File: config.mk
export PLATFORM = sky130hd
export DESIGN_NAME = seg_scroll_ctrl
export DESIGN_NICKNAME = d
export VERILOG_FILES = /design/src/rtl/seg_scroll_ctrl.sv
export SDC_FILE = /design/constraint.sdc
export NUM_CORES = 1
export LEC_CHECK = 0
export BUFFER_PORTS_ARGS = -buffer_cell sky130_fd_sc_hd__clkbuf_2
export CORE_MARGIN = 1
export CORE_UTILIZATION = 55
export DETAILED_ROUTE_END_ITERATION = 7
export GPL_TIMING_DRIVEN = 0
export PLACE_DENSITY_LB_ADDON = 0.25
export RECOVER_POWER = 50
export SYNTH_ARGS = -nofsm -noshare
export SYNTH_HDL_FRONTEND = slang
export SYNTH_SLANG_ARGS = --single-unit
export TNS_END_PERCENT = 10
File: constraint.sdc
create_clock -name clk -period 3.5 [get_ports clk]
set_input_delay 0 -clock clk [delete_from_list [all_inputs] [get_ports clk]]
set_output_delay 0 -clock clk [all_outputs]
set_load 0.1 [all_outputs]
File: src/rtl/seg_scroll_ctrl.sv
// Scrolls a buffered message of up to 16 ASCII characters right-to-left through a 4-digit window.
// o_data is registered (1-cycle latency); writes are refused while scrolling or when the buffer is full.
module seg_scroll_ctrl #(
   parameter int unsigned p_system_clk = 100_000_000,
   parameter int unsigned p_step_ms    = 250
) (
   input  logic        clk,
   input  logic        rstn,
   input  logic        i_wr_valid,
   input  logic [7:0]  i_wr_data,
   output logic        o_wr_ready,
   input  logic        i_clear,
   input  logic        i_start,
   input  logic        i_loop,
   input  logic        i_stop,
   output logic        o_busy,
   output logic        o_done,
   output logic [31:0] o_data
);

   localparam logic [31:0] lp_step_last = 32'(p_system_clk / 1000 * p_step_ms - 1);

   typedef enum logic {
      ST_IDLE   = 1'b0,
      ST_SCROLL = 1'b1
   } state_t;

   state_t      r_state, w_state_nxt;
   logic [4:0]  r_len, w_len_nxt;
   logic [5:0]  r_s, w_s_nxt;
   logic [31:0] r_tick, w_tick_nxt;
   logic [31:0] r_data, w_data_nxt;
   logic        r_busy, w_busy_nxt;
   logic        r_done, w_done_nxt;
   logic        w_wr_acc, w_wr_en;
   logic [7:0]  r_mem [16];

   assign o_wr_ready = (r_state == ST_IDLE) && (r_len < 5'd16);
   assign w_wr_acc   = i_wr_valid && o_wr_ready;
   assign o_busy     = r_busy;
   assign o_done     = r_done;
   assign o_data     = r_data;

   // The IDLE preview is the same window evaluated at padded index 4.
   always_comb begin
      logic [5:0] v_idx;
      v_idx      = '0;
      w_data_nxt = '0;
      for (int k = 0; k < 4; k++) begin
         if (r_state == ST_SCROLL) v_idx = r_s + 6'(k);
         else                      v_idx = 6'(k + 4);
         if ((v_idx >= 6'd4) && (v_idx < ({1'b0, r_len} + 6'd4)))
            w_data_nxt[31-8*k -: 8] = r_mem[4'(v_idx - 6'd4)];
      end
   end

   always_comb begin
      w_state_nxt = r_state;
      w_len_nxt   = r_len;
      w_s_nxt     = r_s;
      w_tick_nxt  = r_tick;
      w_busy_nxt  = r_busy;
      w_done_nxt  = 1'b0;
      w_wr_en     = 1'b0;
      case (r_state)
         ST_IDLE: begin
            if (i_clear) begin
               w_len_nxt = '0;
            end else begin
               if (w_wr_acc) begin
                  w_wr_en   = 1'b1;
                  w_len_nxt = r_len + 5'd1;
               end
               if (i_start && ((r_len != 5'd0) || w_wr_acc)) begin
                  w_state_nxt = ST_SCROLL;
                  w_s_nxt     = 6'd1;
                  w_tick_nxt  = '0;
                  w_busy_nxt  = 1'b1;
               end
            end
         end
         ST_SCROLL: begin
            if (i_stop) begin
               w_state_nxt = ST_IDLE;
               w_s_nxt     = '0;
               w_tick_nxt  = '0;
               w_busy_nxt  = 1'b0;
            end else if (r_tick == lp_step_last) begin
               w_tick_nxt = '0;
               if (r_s == ({1'b0, r_len} + 6'd4)) begin
                  if (i_loop) begin
                     w_s_nxt = 6'd1;
                  end else begin
                     w_state_nxt = ST_IDLE;
                     w_s_nxt     = '0;
                     w_busy_nxt  = 1'b0;
                     w_done_nxt  = 1'b1;
                  end
               end else begin
                  w_s_nxt = r_s + 6'd1;
               end
            end else begin
               w_tick_nxt = r_tick + 32'd1;
            end
         end
         default: w_state_nxt = ST_IDLE;
      endcase
   end

   always_ff @(posedge clk or negedge rstn) begin
      if (!rstn) begin
         r_state <= ST_IDLE;
         r_len   <= '0;
         r_s     <= '0;
         r_tick  <= '0;
         r_data  <= '0;
         r_busy  <= 1'b0;
         r_done  <= 1'b0;
      end else begin
         r_state <= w_state_nxt;
         r_len   <= w_len_nxt;
         r_s     <= w_s_nxt;
         r_tick  <= w_tick_nxt;
         r_data  <= w_data_nxt;
         r_busy  <= w_busy_nxt;
         r_done  <= w_done_nxt;
      end
   end

   // Stale contents are harmless: len gates every read.
   always_ff @(posedge clk) begin
      if (w_wr_en) r_mem[r_len[3:0]] <= i_wr_data;
   end

endmodule

; Word level (Yosys, flattened, before mapping)
; Memory sizes are Yosys's and may differ from the RTL's.
; Cells that the tools add are included.
[totals]
register_bits = 78
ramBits = 128
input_bits = 15
out_inout_bits = 35
wordCells = 95
n_memories = 1
[memory_table]
columns = memory, words, word_bits, rd, rd_clocked_by_memory_dff, write_ports, line_no
row1 = r_mem, 16, 8, 4, 0, 1, 36  ; logic [7:0] r_mem [16];
[op_classes]
n_addsub = 10
magnitude_cmp = 9
eq_ne = 7
muxes = 46
bitwise_logic = 1
reduce_logical = 14
[op_table]
columns = operator, count
row1 = 32-bit 2-to-1 mux, 4
row2 = 32-bit one-hot mux with 2 select lines, 1
row3 = 6-bit 2-to-1 mux, 9
row4 = "32-bit by 1-bit adder with 32-bit output, second input constant", 1
row5 = "32-bit by 25-bit == test with 1-bit output, second input constant", 1
row6 = 8-bit 2-to-1 mux, 4
row7 = "6-bit by 3-bit greater-or-equal comparator with 1-bit output, second input constant", 4
row8 = 6-bit < comparator, 4
row9 = 1-bit 2-to-1 mux, 23
row10 = "4-bit by 3-bit subtractor with 4-bit output, second input constant", 4
row11 = "6-bit by 2-bit adder with 6-bit output, second input constant", 2
row12 = 6-bit one-hot mux with 2 select lines, 1
row13 = 5-bit 2-to-1 mux, 2
row14 = 1-bit logical AND, 7
row15 = "5-bit by 3-bit adder with 6-bit output, second input constant", 1
row16 = "6-bit by 1-bit adder with 6-bit output, second input constant", 1
row17 = 6-bit == test, 1
row18 = "3-bit by 2-bit != test with 1-bit output, second input constant", 2
row19 = "5-bit by 1-bit adder with 5-bit output, second input constant", 1
row20 = "5-bit < comparator, second input constant", 1
row21 = 5-bit AND reduction, 1
row22 = 5-bit nonzero test, 1
row23 = 1-bit one-hot mux with 2 select lines, 2
row24 = 2-bit AND reduction, 2
row25 = other kinds (7), 7

; Depth between registers and ports, before layout
; Gate-level depths: netlist of the first run.
[depth]
word_depth = 8
mapped_depth = 14
mapped_depth_nobuf = 11

; Worst setup path before layout of the first run
; OpenSTA, ideal clock, no wires.
[synth_path]
kind = register -> register
from = register r_s[0]
to = register r_data[0] (netlist: o_data[0])
setup_time_ps = 68
arrival_ps = 2930
setup_slack_ps = 503
stages_incl_launch_ff = 14
n_path_buf = 4
synth_period_minus_slack_ps = 2997
cell_sequence = dfrtp_1 buf_6 buf_2 buf_2 inv_1 ha_1 xor2_1 nand2_1 buf_1 ha_1 nand2_1 o21ai_0 a221oi_1 and2_1
[synth_between]
elab_chain_len = 5
word_cells_on_any_way = 8
classes_between = 2 x add/sub / 2 x order compare / 2 x mux / 1 x reduce/logical / 1 x memory
[synth_lines]
columns = item, line_no
row1 = from (decl), 30  ; logic [5:0] r_s, w_s_nxt;
row2 = from (signal assigned), 122  ; r_s <= w_s_nxt;
row3 = 6-bit by 2-bit adder with 6-bit output *, 50  ; if (r_state == ST_SCROLL) v_idx = r_s + 6'(k);
row4 = 6-bit 2-to-1 mux *, 50
row5 = 4-bit by 3-bit subtractor with 4-bit output (tied with other cells), 53  ; w_data_nxt[31-8*k -: 8] = r_mem[4'(v_idx - 6'd4)];
row6 = memory 16 x 8 bit / 1-bit logical AND (equally long branches), -
row7 = 8-bit 2-to-1 mux *, 52  ; if ((v_idx >= 6'd4) && (v_idx < ({1'b0, r_len} + 6'd4)))
row8 = net w_data_nxt[0], 32  ; logic [31:0] r_data, w_data_nxt;
row9 = to (signal assigned), 124  ; r_data <= w_data_nxt;
row10 = to (decl), 32
; The timed path passes the listed nets; every way through them passes the cells marked *.
; A chain may end at the register's enable or synchronous reset.

; Worst setup path in the final report of the first run
[layout_path]
from = register r_s[2]
to = register r_data[29] (netlist: o_data[29])
[layout_between]
elab_chain_len = 4
word_cells_on_any_way = 7
classes_between = 1 x add/sub / 2 x order compare / 2 x mux / 1 x reduce/logical / 1 x memory
[layout_lines]
columns = item, line_no
row1 = 6-bit 2-to-1 mux *, 50
row2 = 4-bit by 3-bit subtractor with 4-bit output (tied with other cells), 53
row3 = memory 16 x 8 bit / 1-bit logical AND (equally long branches), -
row4 = 8-bit 2-to-1 mux *, 52
row5 = net w_data_nxt[29], 32
; Marked as above.

==> results.yml, run 1 <==
placed_design:
  port_buffers: 49
  hpwl_um: 24300
  gp_congestion: 0.911
  place_ws_ns: -1.17
sta:
  tightest_slew_ns: 1.58
  maxSlewHeadroom: -0.0525
  finalSetupViolCount: 0
  finalMaxSlewViolations: 64
  min_period_ns: 3.41
  holdWs_ns: 0.276
  setup_ws_ns: 0.0877
  fmax_ghz: 0.293
  skew_ns: 0.00972
  post-route-period-util: 0.975
  rsz0062_at_grt: "yes"
  finalHoldViolCount: 0
synth:
  synth_commonest_cells: "mux4_2, edfxtp_1, dfrtp_1"
  synth_most_common_cell: "mux4_2"
  syn-cell-area_mm2: 0.0123
  synth.distinct_cells: 59
  avgSynthCellArea_um2: 14.6
  synth-async-reset-ratio: 0.379
  yosysWarnings: 0
  synthCells: 847
  synth-main-ff-cell: "edfxtp_1"
  synth.area.top_cells: "edfxtp_1, mux4_2, dfrtp_1"
  synth_fp_nets: 903
  synth_edf_count: 128
  synthDominantCellAreaShare: 0.312
  synth_seq_cells: 206
  ys_seq_area_frac: 0.470
  synth_top_area_cell: "edfxtp_1"
clocking:
  cts_setup_buffers: 0
  clk_path_buf_depth: 3
  cts_max_level: 1
  clkTransAtPathRegs_ns: 0.06
  cts_inserted_buffers: 23
  insertion_delay_ns: 0.53
  cts.sinks: 206
  cts_tree: "done"
  cts-root-buf: "clkbuf_16"
die:
  die_area_mm2: 0.0230
  core_region_area_mm2: 0.0219
  io_pins: 50
  start_util: 0.563
  rows: 54
  die_h_um: 152
  die_x_um: 152
global_routing:
  grt_pass1_wl_um: 54500
  grt_max_degree: 64
  overflow: 0
  grt_use_total: 0.334
  grt_pass1_vias: 8798
  antenna_found_initial: 0
power:
  powerDensity_mw_per_mm2: 937
  max-vdd-ir-drop_mv: 0.464
  p_leak_nw: 5.06
routing:
  wl_per_cell_um: 29.9
  vias: 8870
  topRoutingLayerUsed: "met4"
  vias_per_cell: 7.20
  route.final.wire_length_um: 36900
  drt-initial-drc-count: 1184
  drc: 0
  wl_met1_um: 13400
  postRouteAntennaNets: 0
  met2WireLength_um: 16700
  dr_wl_met3_um: 4780
  dr.pass1.iters: 5
worst_setup_path:
  end_kind: "flip-flop"
  cp_max_fo: 11
  cpPeakStageDelay_ns: 0.67
  worstSetupStartpointType: "flip-flop"
  crit_chain: "buf_2 > inv_1 > nand2_1 > clkbuf_1 > ha_2 > clkbuf_2 > mux4_2 > nor2b_1"
  worstPathArrival_ns: 3.76
  cp_slowest_cell: "clkbuf_1"
  worstSetupPathType: "reg2reg"
  critPathRequiredTime_ns: 3.85
min_path:
  hp-class: "in2reg"
outcome:
  status: "finished with violations"
  violations: "max-capacitance violations, max-slew violations"
finish:
  drive_above_1_share: 0.263
  antennaDiodeCount: 0
  nets: 991
  syn_to_final_growth_pct: 12.5
flow_run:
  drv_cap: 1
## cells in the final DEF, fill, tap and decap left out, types with 14 or more instances in the layout
cell,instances
o21ai_0,19
mux4_2,150
and2_1,22
xnor2_1,24
inv_1,27
buf_2,20
clkbuf_1,55
dlygate4sd3_1,16
nand4_1,14
clkbuf_2,16
and3_1,21
nor4_1,14
dfrtp_1,78
nand2_1,30
nor2_1,37
nand3_1,25
clkbuf_16,25
a21oi_1,26
edfxtp_1,128
ha_1,39
## per-stage QoR
stage | power [mW] | area (um^2) | instances | setup TNS [ns] | util
2_1_floorplan | 8.17 | 12300 | 847 | 0 | -
3_3_place_gp | 10.1 | 12900 | 1176 | -35.14 | 0.590
3_5_place_dp | 10.4 | 13000 | 1179 | -19.65 | 0.593
4_1_cts | 12.9 | 13900 | 1232 | 0 | 0.636
5_1_grt | 13.4 | 13900 | 1232 | -0.00508 | 0.634
6_report | 13.0 | 13900 | 1232 | 0 | 0.634
## state kept, by name, indices dropped and copies added, names as in the netlist
signal / flops
o_busy: 1
o_data: 32
o_done: 1
r_len: 5
r_mem: 128
r_s: 6
r_state: 1
r_tick: 32
## cell type report
| type | instances | area, um^2 |
|---|---|---|
| Fill cell | 1658 | 8020 |
| Multi-Input combinational cell | 557 | 6200 |
| Sequential cell | 206 | 5800 |
| Clock buffer | 29 | 651 |
| Timing Repair Buffer | 68 | 383 |
| Tap cell | 280 | 350 |
| Buffer | 50 | 269 |
| Inverter | 29 | 111 |
| Clock inverter | 13 | 110 |
## report_power, final
group / internal, mW / switching, mW / total, mW
combinational: 2.84 / 4.68 / 7.53
clock: 1.40 / 1.04 / 2.44
sequential: 2.86 / 0.164 / 3.02
total: 7.11 / 5.88 / 13.0
## worst paths after layout
| check | depth (start not counted) | startpoint | slack (ns) | to |
|---|---|---|---|---|
| worst max-delay path | 8 | r_s[2] | 0.09 | o_data[29] |
| worst min-delay path | 3 | i_clear | 0.28 | r_len[3] |
| worst max register to register | 8 | r_s[2] | 0.09 | o_data[29] |
| worst min register to register | 1 | r_tick[27] | 0.53 | r_tick[27] |
| max in group asynchronous | 3 | rstn | 2.03 | r_len[0] |
| min in group asynchronous | 3 | rstn | 0.51 | o_data[8] |
## metal layers
layer  track usage  vias to the layer above
li1              -                     3619
met1         0.446                     4474
met2         0.498                      638
met3         0.103                      139
met4         0.168                        0
met5             0                        -
## worst max-delay path: cells and delay by family (launching register included)
| kind | cells | cell delay, ns |
|---|---|---|
| buffers and inverters | 4 | 1.45 |
| and+or+nand+nor | 2 | 0.52 |
| adders and majority gates | 1 | 0.51 |
| muxes | 1 | 0.37 |
| DFF | 1 | 0.38 |
## kinds of logic after synthesis
family,after synthesis,share of synthesized area
DFF,206,0.470
AOI/OAI and AO/OA,105,0.0548
and+or+nand+nor,221,0.0996
muxes,157,0.280
buffers and inverters,84,0.0307
adders and majority gates,41,0.0416
xor gates and xnor gates,33,0.0234
## timing repair
action,in CTS,in global routing
pin swaps,0,1
endpoints found under the setup margin,31,22
gates cloned,0,0
resized for setup,22,6
hold buffers,16,0
endpoints found under the hold margin,217,0
Power figures use the tool's default switching activity.
==> inputs of run 2 (changes only) <==
--- a/config.mk
+++ b/config.mk
@@ -6,8 +6,10 @@
 export NUM_CORES = 1
 export LEC_CHECK = 0
 export BUFFER_PORTS_ARGS = -buffer_cell sky130_fd_sc_hd__clkbuf_2
+export CELL_PAD_IN_SITES_DETAIL_PLACEMENT = 1
+export CELL_PAD_IN_SITES_GLOBAL_PLACEMENT = 1
 export CORE_MARGIN = 1
-export CORE_UTILIZATION = 55
+export CORE_UTILIZATION = 53
 export DETAILED_ROUTE_END_ITERATION = 7
 export GPL_TIMING_DRIVEN = 0
 export PLACE_DENSITY_LB_ADDON = 0.25
==> run 2 against run 1 <==
  * The run still ends with max-capacitance violations, max-slew violations left
  * Sequential cell count is the same
  * Count of clock-buffer cells in the layout is 2 higher
  * Register-to-register slack worse by 0.04 ns
  * Highest routed layer unchanged
==> results.yml, run 2 (synthesis results as in run 1) <==
global_routing:
  use_met1: 0.484
  antenna_found_initial: 0
  grt_use_total: 0.367
  grt_max_degree: 67
  use_met2: 0.579
  overflow: 0
  grt.met3_usage: 0.0930
  grt_pass1_vias: 9553
  grt-busiest-layer: "met2"
  grt_pass1_wl_um: 62700
finish:
  final_util: 0.614
  fin_area_mm2: 0.0139
  drive_above_1_share: 0.280
  nets: 993
  fin_cells: 1240
  antennaDiodeCount: 0
  largest_register_ffs: 128
  syn_to_final_growth_pct: 13.0
  layout_common_cells: "mux4_2, edfxtp_1, dfrtp_1"
  layout.cells.most_common: "mux4_2"
placed_design:
  place_ws_ns: -1.14
  gp_congestion: 0.922
  post_dp_cell_area_mm2: 0.0130
  hpwl_um: 28600
  place_inst: 1184
  port_buffers: 49
sta:
  maxSlewHeadroom: -0.109
  setup_ws_ns: 0.0526
  setup_tns_ns: 0
  finalSetupViolCount: 0
  fmax_ghz: 0.290
  post-route-period-util: 0.985
  min_period_ns: 3.45
  holdWs_ns: 0.273
  tightest_slew_ns: 1.66
  rsz0062_at_grt: "yes"
  finalHoldViolCount: 0
  skew_ns: 0.0120
  finalMaxSlewViolations: 67
worst_setup_path:
  critPathRequiredTime_ns: 3.87
  worstSetupStartpointType: "flip-flop"
  cp_max_fo: 11
  end_kind: "flip-flop"
  worstSetupPathType: "reg2reg"
  worstPathArrival_ns: 3.81
  reg2reg_depth: 7
outcome:
  violations: "max-capacitance violations, max-slew violations"
  status: "finished with violations"
clocking:
  cts.sinks: 206
  clk_path_buf_depth: 3
  cts_max_level: 1
  insertion_delay_ns: 0.53
  clkTransAtPathRegs_ns: 0.06
  cts-root-buf: "clkbuf_16"
  cts_tree: "done"
  cts_inserted_buffers: 24
routing:
  drc: 0
  drt-initial-drc-count: 1149
  vias: 9231
  postRouteAntennaNets: 0
  wl_per_cell_um: 34.1
  dr.pass1.iters: 6
  route.final.wire_length_um: 42300
  vias_per_cell: 7.44
die:
  io_pins: 50
  die_area_mm2: 0.0239
  start_util: 0.543
  core_region_area_mm2: 0.0227
  rows: 55
  die_x_um: 155
  die_h_um: 155
power:
  powerDensity_mw_per_mm2: 958
  max-vdd-ir-drop_mv: 0.491
  p_total_mw: 13.3
  p_leak_nw: 5.12
min_path:
  whs_path_depth: 3
  hp-class: "in2reg"
flow_run:
  drv_cap: 1
run 2: cell types whose count changed in the layout (fill, tap and decap cells not counted), sizes merged:
cell and delta:
dlygate4sd3 +1, clkinv +2, buf +4, bufinv +1, inv -1, clkinvlp -2
clkbuf -2
run 2: routing by layer:
layer	wire length (um)	part of all wire
met5	0	0
met4	2150	0.051
met3	4580	0.11
met2	20200	0.48
met1	15400	0.36
run 2: where the power goes:
part           leakage (nW)  switching (mW)  total, mW  internal [mW]
registers              2.20           0.183       3.04           2.86
logic                  2.54            4.88       7.81           2.93
clock network         0.377            1.03       2.49           1.46
run 2: repair_timing:
action | in CTS | in global routing
endpoints found under the hold margin | 217 | 0
endpoints found under the setup margin | 31 | 25
pin swaps | 2 | 0
buffers inserted | 1 | 0
gates resized for setup | 28 | 12
hold buffers | 17 | 0
run 2: worst max-delay path, stage by stage (launching register included):
cell and delay (ns):
dfrtp_1 0.50, buf_2 0.30, nand2_1 0.38, clkbuf_2 0.43, ha_2 0.62, buf_2 0.45
a211oi_1 0.12, a311oi_1 0.47
run 2: cell type report:
class,count,area (um^2)
tap,285,357
inverter,29,111
sequential,206,5800
clock inverter,13,125
fill,2142,8770
multi-input combinational,557,6210
timing repair buffer,70,414
buffer,49,274
clock buffer,31,648
run 2: final timing paths:
path	startpoint	end	slack (ns)
setup / recovery	r_state	o_data[30]	0.05
max in group asynchronous	rstn	r_len[2]	1.85
hold / removal	i_clear	r_len[3]	0.27
setup reg to reg	r_state	o_data[30]	0.05
hold reg to reg	r_tick[31]	r_tick[31]	0.57
min in group asynchronous	rstn	o_data[12]	0.63
